`config.mk`:
```
export PLATFORM = sky130hd
export DESIGN_NAME = enable_prescaler_flat
export DESIGN_NICKNAME = d
export VERILOG_FILES = /design/src/rtl/enable_prescaler_pkg.sv /design/src/rtl/enable_prescaler_if.sv /design/src/rtl/enable_prescaler_channel.sv /design/src/rtl/enable_prescaler.sv /design/src/flat_wrapper.sv
export SDC_FILE = /design/constraint.sdc
export NUM_CORES = 1
export LEC_CHECK = 0
export BUFFER_PORTS_ARGS = -buffer_cell sky130_fd_sc_hd__buf_2
export CORE_UTILIZATION = 65
export DETAILED_ROUTE_END_ITERATION = 7
export PLACE_DENSITY_LB_ADDON = 0.2
export SLEW_MARGIN = 15
export SYNTH_ARGS = -nofsm -noshare
export SYNTH_HDL_FRONTEND = slang
export SYNTH_SLANG_ARGS = --single-unit
export TNS_END_PERCENT = 1
```
`constraint.sdc`:
```
create_clock -name enable_clock -period 6.5 [get_ports enable_clock]
set_input_delay 1.3 -clock enable_clock [delete_from_list [all_inputs] [get_ports enable_clock]]
set_output_delay 1.3 -clock enable_clock [all_outputs]
set_load 0.01 [all_outputs]
```
`src/rtl/enable_prescaler_pkg.sv`:
```
// Shared constants and helpers for the enable prescaler slice.
package enable_prescaler_pkg;

   localparam int ENABLE_DIVW_DEF    = 8;
   localparam int ENABLE_DIV_RST_DEF = 1;
   localparam int ENABLE_BASE_DEF    = 500;
   localparam int ENABLE_NCH_DEF     = 3;

   // Index width with a floor of one bit, so single-entry ranges still get a port.
   function automatic int idx_width(input int n);
      if (n <= 1) begin
         return 1;
      end else begin
         return $clog2(n);
      end
   endfunction

endpackage

```
`src/rtl/enable_prescaler_if.sv`:
```
// Control and enable-output bundle between the prescaler and its users.
interface enable_prescaler_if
   import enable_prescaler_pkg::*;
#(
   parameter int NCH  = ENABLE_NCH_DEF,
   parameter int DIVW = ENABLE_DIVW_DEF
);
   localparam int CHW = idx_width(NCH);

   logic            enable_run;
   logic            enable_sync;
   logic            enable_wr;
   logic [CHW-1:0]  enable_wr_ch;
   logic [DIVW-1:0] enable_wr_div;
   logic            enable_base_tick;
   logic [NCH-1:0]  enable_pulseout;
   logic [NCH-1:0]  enable_square;
   logic            enable_wr_err;

   modport master (
      output enable_run, enable_sync, enable_wr, enable_wr_ch, enable_wr_div,
      input  enable_base_tick, enable_pulseout, enable_square, enable_wr_err
   );

   modport slave (
      input  enable_run, enable_sync, enable_wr, enable_wr_ch, enable_wr_div,
      output enable_base_tick, enable_pulseout, enable_square, enable_wr_err
   );

endinterface

```
`src/rtl/enable_prescaler_channel.sv`:
```
// One prescaler channel: base-tick counter, shadow/active ratio, optional square
// wave (built only when ENABLE_PRESCALER_SQUARE_EN is defined).
module enable_prescaler_channel
   import enable_prescaler_pkg::*;
#(
   parameter int DIVW    = ENABLE_DIVW_DEF,
   parameter int DIV_RST = ENABLE_DIV_RST_DEF
) (
   input  logic            i_clk,
   input  logic            i_rst,
   input  logic            i_tick,
   input  logic            i_sync,
   input  logic            i_wr,
   input  logic [DIVW-1:0] i_wr_div,
   output logic            o_pulse,
   output logic            o_square
);
   localparam logic [DIVW-1:0] RST_RATIO = DIVW'(DIV_RST);

   typedef struct packed {
      logic [DIVW-1:0] cnt;
      logic [DIVW-1:0] ratio;
      logic [DIVW-1:0] shadow;
   } ch_state_t;

   ch_state_t       r_st;
   logic            w_wrap;
   logic [DIVW-1:0] w_shadow_nxt;

   // An accepted write in the same cycle as a wrap or sync must win immediately.
   assign w_shadow_nxt = i_wr ? i_wr_div : r_st.shadow;
   assign w_wrap       = i_tick && (r_st.cnt == (r_st.ratio - DIVW'(1)));
   assign o_pulse      = w_wrap;

   always_ff @(posedge i_clk) begin
      if (i_rst) begin
         r_st.cnt    <= DIVW'(0);
         r_st.ratio  <= RST_RATIO;
         r_st.shadow <= RST_RATIO;
      end else if (i_sync) begin
         r_st.cnt    <= DIVW'(0);
         r_st.ratio  <= w_shadow_nxt;
         r_st.shadow <= w_shadow_nxt;
      end else begin
         r_st.shadow <= w_shadow_nxt;
         if (w_wrap) begin
            r_st.cnt   <= DIVW'(0);
            r_st.ratio <= w_shadow_nxt;
         end else if (i_tick) begin
            r_st.cnt   <= r_st.cnt + DIVW'(1);
            r_st.ratio <= r_st.ratio;
         end else begin
            r_st.cnt   <= r_st.cnt;
            r_st.ratio <= r_st.ratio;
         end
      end
   end

`ifdef ENABLE_PRESCALER_SQUARE_EN
   logic r_sq;

   // Square flips on the edge that closes each pulse cycle.
   always_ff @(posedge i_clk) begin
      if (i_rst) begin
         r_sq <= 1'b0;
      end else if (i_sync) begin
         r_sq <= 1'b0;
      end else if (w_wrap) begin
         r_sq <= ~r_sq;
      end else begin
         r_sq <= r_sq;
      end
   end

   assign o_square = r_sq;
`else
   assign o_square = 1'b0;
`endif

endmodule

```
`src/rtl/enable_prescaler.sv`:
```
// Multi-channel enable generator: base divider plus NCH ratio channels.
// Square outputs are built only with ENABLE_PRESCALER_SQUARE_EN defined.
module enable_prescaler
   import enable_prescaler_pkg::*;
#(
   parameter int BASE_DIV = ENABLE_BASE_DEF,
   parameter int NCH      = ENABLE_NCH_DEF,
   parameter int DIVW     = ENABLE_DIVW_DEF,
   parameter int DIV_RST  = ENABLE_DIV_RST_DEF
) (
   input  logic              enable_clock,
   input  logic              enable_reset,
   enable_prescaler_if.slave bus
);
   localparam int              BW        = idx_width(BASE_DIV);
   localparam int              CHW       = idx_width(NCH);
   localparam logic [BW-1:0]   BASE_LAST = BW'(BASE_DIV - 1);
   localparam logic [CHW:0]    NCH_LIM   = (CHW + 1)'(NCH);

   logic [BW-1:0]  r_base_cnt;
   logic           r_wr_err;
   logic           w_base_wrap;
   logic           w_tick;
   logic           w_wr_valid;
   logic           w_wr_acc;
   logic [NCH-1:0] w_wr_hit;
   logic [NCH-1:0] w_pulse;
   logic [NCH-1:0] w_square;

   assign w_base_wrap = bus.enable_run && (r_base_cnt == BASE_LAST);
   // Reset and sync cycles never emit a tick, so no channel pulses either.
   assign w_tick      = w_base_wrap && !bus.enable_sync && !enable_reset;

   assign w_wr_valid  = ({1'b0, bus.enable_wr_ch} < NCH_LIM) && (bus.enable_wr_div != DIVW'(0));
   assign w_wr_acc    = bus.enable_wr && w_wr_valid;

   always_ff @(posedge enable_clock) begin
      if (enable_reset) begin
         r_base_cnt <= BW'(0);
      end else if (bus.enable_sync) begin
         r_base_cnt <= BW'(0);
      end else if (w_base_wrap) begin
         r_base_cnt <= BW'(0);
      end else if (bus.enable_run) begin
         r_base_cnt <= r_base_cnt + BW'(1);
      end else begin
         r_base_cnt <= r_base_cnt;
      end
   end

   always_ff @(posedge enable_clock) begin
      if (enable_reset) begin
         r_wr_err <= 1'b0;
      end else begin
         r_wr_err <= bus.enable_wr && !w_wr_valid;
      end
   end

   for (genvar k = 0; k < NCH; k++) begin : g_ch
      assign w_wr_hit[k] = w_wr_acc && (bus.enable_wr_ch == CHW'(k));

      enable_prescaler_channel #(
         .DIVW    (DIVW),
         .DIV_RST (DIV_RST)
      ) u_ch (
         .i_clk    (enable_clock),
         .i_rst    (enable_reset),
         .i_tick   (w_tick),
         .i_sync   (bus.enable_sync),
         .i_wr     (w_wr_hit[k]),
         .i_wr_div (bus.enable_wr_div),
         .o_pulse  (w_pulse[k]),
         .o_square (w_square[k])
      );
   end

   assign bus.enable_base_tick = w_tick;
   assign bus.enable_pulseout  = w_pulse;
   assign bus.enable_square    = w_square;
   assign bus.enable_wr_err    = r_wr_err;

endmodule

```
`src/flat_wrapper.sv`:
```
// flat-port wrapper written by rule: the top's interface ports become plain ports
module enable_prescaler_flat import enable_prescaler_pkg::*;
#(
   parameter int BASE_DIV = ENABLE_BASE_DEF,
   parameter int NCH      = ENABLE_NCH_DEF,
   parameter int DIVW     = ENABLE_DIVW_DEF,
   parameter int DIV_RST  = ENABLE_DIV_RST_DEF
)
  (enable_clock, enable_reset, bus_enable_run, bus_enable_sync, bus_enable_wr, bus_enable_wr_ch, bus_enable_wr_div, bus_enable_base_tick, bus_enable_pulseout, bus_enable_square, bus_enable_wr_err);
  enable_prescaler_if #(.NCH(NCH), .DIVW(DIVW)) bus_i ();
  input  logic enable_clock;
  input  logic enable_reset;
  input wire logic [$bits(bus_i.enable_run)-1:0] bus_enable_run;
  input wire logic [$bits(bus_i.enable_sync)-1:0] bus_enable_sync;
  input wire logic [$bits(bus_i.enable_wr)-1:0] bus_enable_wr;
  input wire logic [$bits(bus_i.enable_wr_ch)-1:0] bus_enable_wr_ch;
  input wire logic [$bits(bus_i.enable_wr_div)-1:0] bus_enable_wr_div;
  output wire logic [$bits(bus_i.enable_base_tick)-1:0] bus_enable_base_tick;
  output wire logic [$bits(bus_i.enable_pulseout)-1:0] bus_enable_pulseout;
  output wire logic [$bits(bus_i.enable_square)-1:0] bus_enable_square;
  output wire logic [$bits(bus_i.enable_wr_err)-1:0] bus_enable_wr_err;
  assign bus_i.enable_run = bus_enable_run;
  assign bus_i.enable_sync = bus_enable_sync;
  assign bus_i.enable_wr = bus_enable_wr;
  assign bus_i.enable_wr_ch = bus_enable_wr_ch;
  assign bus_i.enable_wr_div = bus_enable_wr_div;
  assign bus_enable_base_tick = bus_i.enable_base_tick;
  assign bus_enable_pulseout = bus_i.enable_pulseout;
  assign bus_enable_square = bus_i.enable_square;
  assign bus_enable_wr_err = bus_i.enable_wr_err;
  enable_prescaler #(.BASE_DIV(BASE_DIV), .NCH(NCH), .DIVW(DIVW), .DIV_RST(DIV_RST)) u_core (.enable_clock(enable_clock), .enable_reset(enable_reset), .bus(bus_i));
endmodule
```
==> flow_summary.json <==
{
  "status": "finished, final reports clean",
  "core-area_sq_mm": 0.00603,
  "leakagePower_nw": 1.72,
  "cts_setup_buffers": 0,
  "h-tree-depth": 3,
  "fmax_ghz": 0.208,
  "finalSetupTns_ps": 0,
  "dr.pass1.iters": 4,
  "crit_path_top_delay_cell": "a2111oi_4",
  "worstPathRequired_ps": 5200,
  "nets": 471,
  "ys.flop_type": "dfxtp_1",
  "path_max_fanout": 43,
  "syn_inst": 447,
  "cts.path.max_buffers": 2,
  "ant_nets": 0,
  "r2r_start": "u_core.r_base_cnt[2]$_SDFFE_PP0P_",
  "ys_ff_latch": 82,
  "cts_sinks": 82,
  "min_from": "u_core.g_ch[2].u_ch.r_st[0]$_SDFF_PP1_",
  "fp.dieW_microns": 81.7,
  "crit_chain": "buf_2, or2_1, nor4_4, o21ai_1, a2111oi_4, buf_2",
  "syn2layout_area_growth_pct": 6.34,
  "first_iter_violations": 119,
  "critPathArrivalTime_ps": 3510,
  "worst_pin_slew_ps": 977,
  "hpwlAfterDp_microns": 5620,
  "vias": 3108,
  "clock_latency_ps": 360,
  "r2r_cells": 6,
  "ys_warn_count": 0,
  "n_fill_cell": 460,
  "dieHeight_microns": 81.7,
  "pin_count": 23,
  "cts_inserted_buffers": 9,
  "hold_buffers": 0,
  "path_class": "input port to output port",
  "synth_top_family_by_area": "simple AND/OR/NAND/NOR gates",
  "synthXorXnorAreaFrac": 0.118,
  "grt_max_degree": 44,
  "drc": 0,
  "synth_edf_count": 0,
  "track_usage": 0.259,
  "hold_viol_final": 0,
  "grt_overflow_total": 0,
  "synthSimpleGateAreaFrac": 0.234,
  "ctsRootBufferMaster": "clkbuf_8",
  "start_util": 0.685,
  "wl_microns": 7760,
  "design_area_sq_mm": 0.00439,
  "rr_endpoint": "u_core.g_ch[0].u_ch.r_st[16]$_SDFFE_PP0P_",
  "via_per_inst": 5.88,
  "end_kind": "output port",
  "fin_crit_sh": 0.740,
  "hp-class": "flop to flop",
  "ys_seq_area_frac": 0.398,
  "worstSetupStartpointType": "input port",
  "grt_pass1_vias": 2802,
  "crit_top_cell": "buf_2",
  "async_flop_share": 0,
  "place.gp.congestion": 0.838,
  "diodes": 0,
  "clk_pin_slew_ps": 90,
  "antenna_found_initial": 0,
  "synthMuxAreaShare": 0.0661,
  "power_density_mw_per_mm2": 232,
  "synth_cell_types": 62,
  "slew-limit-headroom": 0.343,
  "wl_per_cell_microns": 14.7,
  "synth_fa_ha_area_frac": 0.0212,
  "place_area_sq_mm": 0.00417,
  "crit_path_max_incr_delay_ps": 650,
  "clock_skew_ps": 8.96,
  "die-area_sq_mm": 0.00667,
  "synth_area_sq_mm": 0.00413,
  "regArea_sq_mm": 0.00164,
  "synth_compound_area_frac": 0.114,
  "r2r_slack_ps": 3900,
  "hold_depth": 1,
  "cts_tree": "yes",
  "layout_min_cycle_time_ps": 4810,
  "synth_top_area_share": 0.398,
  "maxCapViolations": 0,
  "rsz0062_at_grt": "false",
  "drive_above_1_share": 0.121,
  "setup_viol": 0,
  "cts-resized-gates": 0,
  "slew_viol_final": 0,
  "io_buffer_count": 19,
  "ir_drop_uv": 195,
  "multi_input_area_sq_mm": 0.00231,
  "avgSynthCellArea_sq_um": 9.23,
  "min_to": "u_core.g_ch[2].u_ch.r_st[0]$_SDFF_PP1_",
  "grt_pass1_wl_microns": 12900,
  "synthTopCellsByArea": "dfxtp_1, nor2_1, mux2i_1",
  "yosys.area.top_type": "dfxtp_1",
  "placementRows": 28
}
stage by stage:
stage / utilization / power (mW) / worst slack, ps / hold slack [ps] / instances
final: 0.728 / 1.02 / 1690 / 475 / 529
after global routing: 0.728 / 1.05 / 1520 / 501 / 529
after CTS: 0.727 / 1.03 / 1680 / 482 / 529
after detailed placement: 0.692 / 0.643 / 1670 / 460 / 513
after global placement: 0.692 / 0.640 / 1730 / 459 / 513
after floorplan: - / 0.622 / 2270 / 426 / 449
sequential cells by signal, indices dropped and copies added (netlist names):
register	cells
u_core.g_ch.u_ch.r_st	72
u_core.r_base_cnt	9
u_core.bus.enable_wr_err	1
per-layer routing:
metal | global-route usage | wire (microns) | vias up
met3 | 0.0667 | 261 | 10
met5 | 0 | 0 | -
met1 | 0.329 | 3690 | 1493
met4 | 0.0842 | 127 | 0
met2 | 0.428 | 3680 | 44
li1 | - | - | 1561
how the worst max path moves through the flow:
stage | start | to | slack [ps] | cells past startpoint
finish | enable_reset | bus_enable_pulseout[2] | 1690 | 6
CTS | enable_reset | bus_enable_pulseout[0] | 1680 | 6
detailed placement | enable_reset | bus_enable_pulseout[0] | 1670 | 6
global route | enable_reset | bus_enable_pulseout[0] | 1520 | 6
global placement | enable_reset | bus_enable_pulseout[0] | 1730 | 6
floorplan | enable_reset | bus_enable_pulseout[2] | 2270 | 7
final cells by class:
class                           instances  area share
Sequential cell                        82       0.374
Multi-Input combinational cell        328       0.526
Clock inverter                          6      0.0165
Clock buffer                           10      0.0314
Timing Repair Buffer                   20      0.0234
Inverter                                8     0.00685
Tap cell                               75      0.0214
worst max-delay path, delay by kind of cell:
family / cells / cell delay (ps)
buf+inv: 2 / 610
compound gates: 2 / 810
simple gates: 2 / 780
placed cells by master, fill, tap and decap left out, types with 2 or more instances in the layout:
cell       instances
a2111oi_4          2
a211o_1            4
a211oi_1           2
a21oi_1            5
a31oi_1            2
and3_1             4
buf_2             19
clkbuf_8          10
clkinv_4           2
conb_1             3
dfxtp_1           82
ha_1               7
inv_1              8
inv_6              2
mux2_1             2
mux2i_1           25
nand2_1           14
nand2b_1           5
nand3_1           10
nand4_1           14
nand4b_1           2
nor2_1            75
nor3_1            25
nor3_2             7
nor4_1             2
nor4_4             2
nor4b_1            2
o21a_1            16
o21ai_0            3
o22a_1             7
o31ai_1            4
or2_1              4
or3_1              3
xnor2_1           25
xor2_1            26
where the power goes:
group	internal [mW]	switching, mW	total (mW)
clock network	0.192	0.192	0.384
logic	0.0449	0.0563	0.101
registers	0.517	0.0143	0.531
total	0.754	0.263	1.02
cells by family (layout without fill, tap and decap cells):
family,Yosys count,after routing
other,1,3
adders and majority gates,7,7
buffers and inverters,39,44
muxes,27,27
xor gates and xnor gates,53,53
AOI/OAI and AO/OA,57,57
and+or+nand+nor,181,181
DFF,82,82
synth_stat cells (3+ instances only):
master and n:
o22a_1 7, mux2i_1 25, o21a_1 16, nand2b_1 5, ha_1 7, nor3_1 25, nor3_2 7, nand2_1 14
or3_1 3, and3_1 4, or2_1 4, nand3_1 10, inv_1 8, a211o_1 4, clkbuf_1 15, o31ai_1 4
xnor2_1 25, buf_2 5, o21ai_0 3, nand4_1 14, buf_4 8, nor2_1 75, a21oi_1 5, dfxtp_1 82
xor2_1 26
Note: power is estimated with default switching activity, not from simulation.
